**config.mk**
```make
export PLATFORM = sky130hd
export DESIGN_NAME = if_fetch_unit
export DESIGN_NICKNAME = d
export VERILOG_FILES = /design/src/rtl/if_pkg.sv /design/src/rtl/if_slot_buf.sv /design/src/rtl/if_fetch_unit.sv
export SDC_FILE = /design/constraint.sdc
export NUM_CORES = 1
export LEC_CHECK = 0
export ABC_CLOCK_PERIOD_IN_PS = 9600
export BUFFER_PORTS_ARGS = -buffer_cell sky130_fd_sc_hd__buf_2
export CORE_MARGIN = 4
export CORE_UTILIZATION = 51
export DETAILED_ROUTE_END_ITERATION = 8
export PLACE_DENSITY = 0.73
export SLEW_MARGIN = 40
export SYNTH_ARGS = -nofsm -noshare
export SYNTH_HDL_FRONTEND = slang
export SYNTH_SLANG_ARGS = --single-unit
```
**constraint.sdc**
```tcl
create_clock -name clk -period 9.6 [get_ports clk]
set_input_delay 0.96 -clock clk [delete_from_list [all_inputs] [get_ports clk]]
set_output_delay 0.96 -clock clk [all_outputs]
set_load 0.01 [all_outputs]
```
**src/rtl/if_pkg.sv**
```systemverilog
// Shared types and defaults for the instruction fetch stage.
package if_pkg;

    localparam logic [31:0] DefResetPc   = 32'h0000_3000;
    localparam logic [31:0] DefExcVector = 32'h0000_4180;

    typedef enum logic [1:0] {
        StBoot,
        StIdle,
        StBusy,
        StHold
    } if_state_e;

    typedef struct packed {
        logic [31:0] pc;
        logic [31:0] pc4;
        logic [31:0] instr;
        logic        adel;
    } fetch_slot_t;

    function automatic logic [31:0] pc_next(input logic [31:0] pc);
        return pc + 32'd4;
    endfunction

endpackage

```
**src/rtl/if_slot_buf.sv**
```systemverilog
// Two-entry fetch output buffer: presented output register backed by one skid entry.
module if_slot_buf
    import if_pkg::*;
(
    input  logic        clk,
    input  logic        reset,
    input  logic        flush_i,
    input  logic        push_i,
    input  fetch_slot_t push_slot_i,
    input  logic        pop_i,
    output fetch_slot_t out_slot_o,
    output logic        out_valid_o,
    output logic        full_o
);

    fetch_slot_t out_q, out_d;
    fetch_slot_t skid_q, skid_d;
    logic        out_v_q, out_v_d;
    logic        skid_v_q, skid_v_d;

    always_comb begin
        out_d    = out_q;
        out_v_d  = out_v_q;
        skid_d   = skid_q;
        skid_v_d = skid_v_q;
        if (flush_i) begin
            // A push alongside a flush injects a slot directly (address-error bubble).
            skid_v_d = 1'b0;
            out_v_d  = push_i;
            if (push_i) begin
                out_d = push_slot_i;
            end
        end else begin
            if (pop_i) begin
                out_v_d = 1'b0;
            end
            if (pop_i && skid_v_q) begin
                out_d    = skid_q;
                out_v_d  = 1'b1;
                skid_v_d = 1'b0;
            end
            if (push_i) begin
                if ((!out_v_q || pop_i) && !(pop_i && skid_v_q)) begin
                    out_d   = push_slot_i;
                    out_v_d = 1'b1;
                end else begin
                    skid_d   = push_slot_i;
                    skid_v_d = 1'b1;
                end
            end
        end
    end

    always_ff @(posedge clk or negedge reset) begin
        if (!reset) begin
            out_q    <= '0;
            out_v_q  <= 1'b0;
            skid_q   <= '0;
            skid_v_q <= 1'b0;
        end else begin
            out_q    <= out_d;
            out_v_q  <= out_v_d;
            skid_q   <= skid_d;
            skid_v_q <= skid_v_d;
        end
    end

    assign out_slot_o  = out_q;
    assign out_valid_o = out_v_q;
    assign full_o      = skid_v_q;

endmodule

```
**src/rtl/if_fetch_unit.sv**
```systemverilog
// Fetch-stage PC and instruction-memory request controller (no delay slot).
// Define ALIGN_CHECK_EN to trap misaligned redirect targets to EXC_VECTOR.
module if_fetch_unit
    import if_pkg::*;
#(
    parameter logic [31:0] RESET_PC   = DefResetPc,
    parameter logic [31:0] EXC_VECTOR = DefExcVector
) (
    input  logic        clk,
    input  logic        reset,
    input  logic        stall_i,
    input  logic        redirect_valid_i,
    input  logic [31:0] redirect_pc_i,
    output logic        imem_req_o,
    output logic [31:0] imem_addr_o,
    input  logic        imem_ready_i,
    input  logic [31:0] imem_rdata_i,
    output logic        if_valid_o,
    output logic [31:0] if_pc_o,
    output logic [31:0] if_pc4_o,
    output logic [31:0] if_instr_o,
    output logic        if_adel_o
);

`ifdef ALIGN_CHECK_EN
    localparam bit AlignEn = 1'b1;
`else
    localparam bit AlignEn = 1'b0;
`endif

    if_state_e   st_q, st_d;
    logic [31:0] pc_q, pc_d;
    logic [31:0] req_addr_q, req_addr_d;
    logic        squash_q, squash_d;

    logic        accept, slot_free, buf_full;
    logic        push, flush, misalign;
    logic [31:0] target;
    fetch_slot_t push_slot, fetched, bubble, out_slot;

    assign accept    = if_valid_o & ~stall_i;
    assign slot_free = ~if_valid_o | accept;

    assign imem_req_o  = ((st_q == StIdle) && !buf_full) || (st_q == StBusy);
    assign imem_addr_o = (st_q == StBusy) ? req_addr_q :
                         (st_q == StBoot) ? 32'h0 : pc_q;

    assign misalign = AlignEn && (redirect_pc_i[1:0] != 2'b00);
    assign target   = redirect_pc_i & ~32'h3;

    always_comb begin
        fetched.pc    = imem_addr_o;
        fetched.pc4   = pc_next(imem_addr_o);
        fetched.instr = imem_rdata_i;
        fetched.adel  = 1'b0;
        bubble.pc     = redirect_pc_i;
        bubble.pc4    = pc_next(redirect_pc_i);
        bubble.instr  = 32'h0;
        bubble.adel   = 1'b1;
    end

    always_comb begin
        st_d       = st_q;
        pc_d       = pc_q;
        req_addr_d = req_addr_q;
        squash_d   = squash_q;
        push       = 1'b0;
        push_slot  = fetched;
        flush      = 1'b0;

        unique case (st_q)
            StBoot: st_d = StIdle;
            StIdle: begin
                if (imem_req_o) begin
                    if (imem_ready_i) begin
                        push = 1'b1;
                        pc_d = pc_next(pc_q);
                        st_d = slot_free ? StIdle : StHold;
                    end else begin
                        req_addr_d = pc_q;
                        st_d       = StBusy;
                    end
                end
            end
            StBusy: begin
                if (imem_ready_i) begin
                    if (squash_q) begin
                        squash_d = 1'b0;
                        st_d     = StIdle;
                    end else begin
                        push = 1'b1;
                        pc_d = pc_next(req_addr_q);
                        st_d = slot_free ? StIdle : StHold;
                    end
                end
            end
            StHold: begin
                if (accept) begin
                    st_d = StIdle;
                end
            end
            default: st_d = StBoot;
        endcase

        // Redirect wins; an in-flight request must still run to completion, so squash its data.
        if (redirect_valid_i) begin
            flush = 1'b1;
            push  = 1'b0;
            pc_d  = target;
            if (imem_req_o && !imem_ready_i) begin
                st_d     = StBusy;
                squash_d = 1'b1;
            end else begin
                st_d     = StIdle;
                squash_d = 1'b0;
            end
            if (misalign) begin
                push      = 1'b1;
                push_slot = bubble;
                pc_d      = EXC_VECTOR;
            end
        end
    end

    always_ff @(posedge clk or negedge reset) begin
        if (!reset) begin
            st_q       <= StBoot;
            pc_q       <= RESET_PC;
            req_addr_q <= 32'h0;
            squash_q   <= 1'b0;
        end else begin
            st_q       <= st_d;
            pc_q       <= pc_d;
            req_addr_q <= req_addr_d;
            squash_q   <= squash_d;
        end
    end

    if_slot_buf u_slot_buf (
        .clk         (clk),
        .reset       (reset),
        .flush_i     (flush),
        .push_i      (push),
        .push_slot_i (push_slot),
        .pop_i       (accept),
        .out_slot_o  (out_slot),
        .out_valid_o (if_valid_o),
        .full_o      (buf_full)
    );

    assign if_pc_o    = out_slot.pc;
    assign if_pc4_o   = out_slot.pc4;
    assign if_instr_o = out_slot.instr;
    assign if_adel_o  = out_slot.adel & AlignEn;

endmodule
```
# Word level (Yosys, flattened, before mapping)
# Cells that the tools add are included.
# totals
mem_bits_ro,0
wordCells,93
latch_bits,0
n_memories,0
ram_bits,0
inputBits,69
ff_bits,262
output_inout_bits,131
# classes
eq_ne,9
n_mux,42
n_reduce_logical,19
n_lt_le_gt_ge,0
div,0
bitwise,7
shift,0
n_mul,0
add_sub_neg,3
# op_table
cell,n
97-bit 2-to-1 mux,5
32-bit 2-to-1 mux,7
"32-bit by 3-bit adder with 32-bit output, second input constant",3
32-bit one-hot mux with 2 select lines,1
1-bit 2-to-1 mux,19
2-bit 2-to-1 mux,8
"3-bit inequality test, second input constant",5
3-bit AND reduction,3
2-bit one-hot mux with 4 select lines,1
1-bit NOT,5
5-bit AND reduction,1
"2-bit == test, second input constant",2
1-bit logical AND,4
1-bit logical NOT,4
2-bit nonzero test,2
3-bit nonzero test,1
"2-bit by 1-bit == test with 1-bit output, second input constant",1
2-bit logical NOT,1
1-bit logical OR,2
"2-bit by 1-bit inequality test with 1-bit output, second input constant",1
1-bit one-hot mux with 2 select lines,1
2-bit AND reduction,1
1-bit AND,1
1-bit OR,1

# Logic depth before layout (Yosys ltp)
# logic_depth
word_depth,8
ltp_mapped,16
ltp_nobuf,11

# By module
# A second synthesis with hierarchy kept.
# hier_totals
hier_cells,1183
hier_area_um2,13452.9
# modules_own_cells
mod,instances,seq_area_each_um2,area_each_um2,cells_each
if_slot_buf,1,4904.7,7982.7,552
if_fetch_unit,1,1679.1,5470.2,631

# Worst setup path after synthesis
# OpenSTA, ideal clock, no wires.
# synth_path
kind,reg2reg
from,register st_q[0]
to,register u_slot_buf.out_q (netlist bit u_slot_buf.out_slot_o[57])
t_required_ns,9.463
synth_period_minus_slack_ns,3.351
path_stages_with_launch,17
setup_ns,0.137
path_slack_ns,6.249
path_buffers,5
arrival_time_ns,3.214
cell_sequence,dfrtp_1 > inv_1 > ha_1 > buf_6 > buf_8 > buf_8 > buf_8 > mux2_2 > nor2b_1 > ha_1 > inv_1 > a211o_1 > or2_1 > buf_2 > nor4_2 > mux2i_1 > a21oi_1
# synth_lines
element,line_no,source
start: declaration,if_fetch_unit.sv:31,"if_state_e st_q, st_d;"
start signal: assignment,if_fetch_unit.sv:127,st_q <= StBoot;
start signal: assignment,if_fetch_unit.sv:132,st_q <= st_d;
end signal: assignment,if_slot_buf.sv:61,out_q <= out_d;
end: declaration,if_slot_buf.sv:16,"fetch_slot_t out_q, out_d;"

# Final worst setup path
# layout_path
from,register st_q[0]
to,output port imem_addr_o[27]
# layout_via
elab_chain_len,3
elab_cells_between_ends,4
classes_between,1 x eq/ne; 2 x mux; 1 x reduce/logical
# layout_rtl
element,line_no,source
2-bit logical NOT,if_fetch_unit.sv:46,(st_q == StBoot) ? 32'h0 : pc_q;
32-bit 2-to-1 mux,if_fetch_unit.sv:46,
32-bit 2-to-1 mux *,if_fetch_unit.sv:45,assign imem_addr_o = (st_q == StBusy) ? req_addr_q :
end: declaration,if_fetch_unit.sv:15,"output logic [31:0] imem_addr_o,"
# Every way passes the cells marked *; elsewhere a longest branch is shown, timed or not.

==> impl_metrics.yaml <==
yosys:
  yosys.area.top_type: "dfrtp_1"
  yosys_warnings: 0
  synth_most_common_cell: "nand2_1"
  synth-edff-count: 0
  netlist_top_cells_area: "dfrtp_1 48%, o22a_1 8.1%, nand2_1 7.7%"
  synthCells: 1355
  synth_commonest_cells: "275 x nand2_1, 257 x dfrtp_1, 123 x o22a_1"
  avgSynthCellArea_um2: 9.87
  yosysTopAreaCellShare: 0.481
  synthesis.nets: 1430
  ys_types: 75
  synthFlopType: "dfrtp_1"
  synth_seq_area_share: 0.485
  syn_area_um2: 13400
  synthArstFlopShare: 1.00
  synth_seq_cells: 259
clock_tree:
  cts_buffer_depth: 3
  cts_setup_buffers: 0
  numCtsBuffers: 28
  hold_buffers: 0
  clock-sinks: 259
  htreeDepth: 1
  clockRootBuffer: "clkbuf_16"
  cts_resized: 0
  clk_pin_slew_ns: 0.06
  insertion_delay_ns: 0.54
  cts_tree: "yes"
detailed_routing:
  ant_nets: 0
  drtIter0Drc: 1075
  dr.pass1.iters: 5
  vias_per_cell: 6.02
  routedWlPerCell_um: 21.0
  drt-total-wl_um: 38200
  num_vias: 11000
  drc_errors: 0
critical_path:
  crit_path_end: "imem_addr_o[27]"
  worst_path_largest_cell_delay_ns: 0.59
  worstPathMaxFanout: 85
  cp_cell_sequence: "inv_1, ha_4, buf_6, clkinv_1, nand2_1, nand2_1, inv_1, buf_2"
  endpoint_kind: "output port"
  path_depth: 8
  r2r_cells: 11
  cp_top_family: "buffers and inverters"
  critPathArrivalTime_ns: 3.45
  r2r_setup_slack_ns: 5.70
  cp.buffers_inverters: 5
  critPathSlowestCell: "buf_6"
  path_class: "reg -> out"
  r2r_end: "u_slot_buf.skid_q[57]"
  worstPathRequired_ns: 8.64
  cp-startpoint: "st_q[0]"
  worstReg2RegStart: "st_q[0]"
  startpoint_type: "register"
pwr:
  ir_drop_mv: 0.178
  p_per_area_nw_per_um2: 317
  leakage_nw: 6.88
global_route:
  grt_pass1_wl_um: 60700
  overflow: 0
  grt_use_total: 0.261
  antenna_found_initial: 1
  grt_max_degree: 107
  grt_pass1_vias: 10900
timing:
  tightest_slew_ns: 0.845
  fmax_mhz: 227
  slew_violations: 0
  tns_ns: 0
  clock_skew_ns: 0.00864
  max-slew-margin-rel: 0.437
  finalCritPeriodShare: 0.459
  finalSetupViolCount: 0
  hold_viol: 0
  rsz0062_at_grt: "no"
  fin_crit_ns: 4.41
finish:
  area_growth_pct: 14.3
  postLayoutCoreUtil: 0.600
  fin_nets: 1544
  drive_above_1_share: 0.233
  nFillCells: 2194
  antennaDiodeCount: 0
place:
  place_hpwl_um: 25100
  io_buffers: 196
  place.gp.congestion: 0.937
floorplanning:
  rows: 58
  die_h_um: 170
  die-area_um2: 28900
  start_util: 0.525
  chipWidth_um: 170
  io_pins: 200
  core-area_um2: 25500
min_path:
  hp-class: "in -> async"
outcome:
  status: "finished, final reports clean"
job:
  cap_violations: 0
-- state kept, by name, summed over array words and instances (netlist names) --
register	flops
pc_q	32
squash_q	1
u_slot_buf.out_valid_o	1
req_addr_q	32
st_q	2
u_slot_buf.out_slot_o	96
u_slot_buf.skid_q	94
u_slot_buf.full_o	1
-- layout make-up --
class                      count  area, um2  area share
clock buffer                  43        868      0.0568
clock inverter                 8       95.1     0.00622
inverter                      25       93.8     0.00614
multi-input combinational    943       6150       0.403
sequential                   259       6480       0.424
tap                          330        413      0.0270
timing repair buffer         212       1170      0.0765
-- layout by cell type (no fill, tap or decap), drive strengths merged, types with 26 or more instances in the layout --
| cell | instances |
|---|---|
| nand2 | 275 |
| dfrtp | 257 |
| buf | 212 |
| o22a | 123 |
| o21ai | 66 |
| a21oi | 64 |
| nor2 | 50 |
| mux2 | 48 |
| clkbuf | 43 |
| nand3 | 32 |
| mux2i | 29 |
| a22oi | 28 |
| xnor2 | 26 |
-- cell families (layout without fill, tap and decap cells) --
group / Yosys count / in the layout / share of synthesized area
AOI/OAI and AO/OA: 360 / 360 / 0.197
xor gates and xnor gates: 44 / 44 / 0.0288
adders and majority gates: 6 / 6 / 0.00562
buffers and inverters: 153 / 288 / 0.0585
DFF: 259 / 259 / 0.485
muxes: 77 / 77 / 0.0621
other: 1 / 1 / 0.000281
and+or+nand+nor: 455 / 455 / 0.163
-- where the power goes --
group	internal, mW	switching [mW]
sequential	1.50	0.321
clock	0.673	0.442
combinational	0.797	1.12
total	2.97	1.88
-- worst min-delay path by stage --
stage	end	slack [ns]
floorplan	u_slot_buf.skid_q[33]	0.45
global placement	u_slot_buf.skid_q[5]	0.46
detailed placement	u_slot_buf.out_slot_o[34]	0.46
CTS	u_slot_buf.skid_q[9]	0.48
global route	pc_q[23]	0.33
finish	pc_q[20]	0.31
-- worst register-to-register path: stages, from the launching register on --
cell,delay [ns]
dfrtp_1,0.40
inv_1,0.11
ha_1,0.46
nor2b_2,0.40
nor2b_1,0.47
ha_1,0.33
inv_1,0.08
a211o_1,0.33
or2_1,0.38
nor4_2,0.42
mux2i_1,0.27
a21oi_1,0.09
-- through the flow --
stage	hold slack (ns)	setup slack [ns]	std cells	power [mW]	instance area [um2]
4_1_cts	0.478	4.96	1818	4.86	15200
6_report	0.306	5.19	1820	4.85	15300
5_1_grt	0.329	5.00	1820	5.14	15300
3_5_place_dp	0.460	5.52	1767	3.73	14300
2_1_floorplan	0.446	6.25	1355	3.09	13400
3_3_place_gp	0.458	5.56	1767	3.67	14200
-- metal layers --
layer  vias to the layer above  GRT usage  wire length [um]
met4                         2     0.0823              1350
li1                       5039          -                 -
met3                        88     0.0592              3070
met2                       434      0.422             18200
met1                      5388      0.352             15600
met5                         -          0                 7
Power figures use the tool's default switching activity.
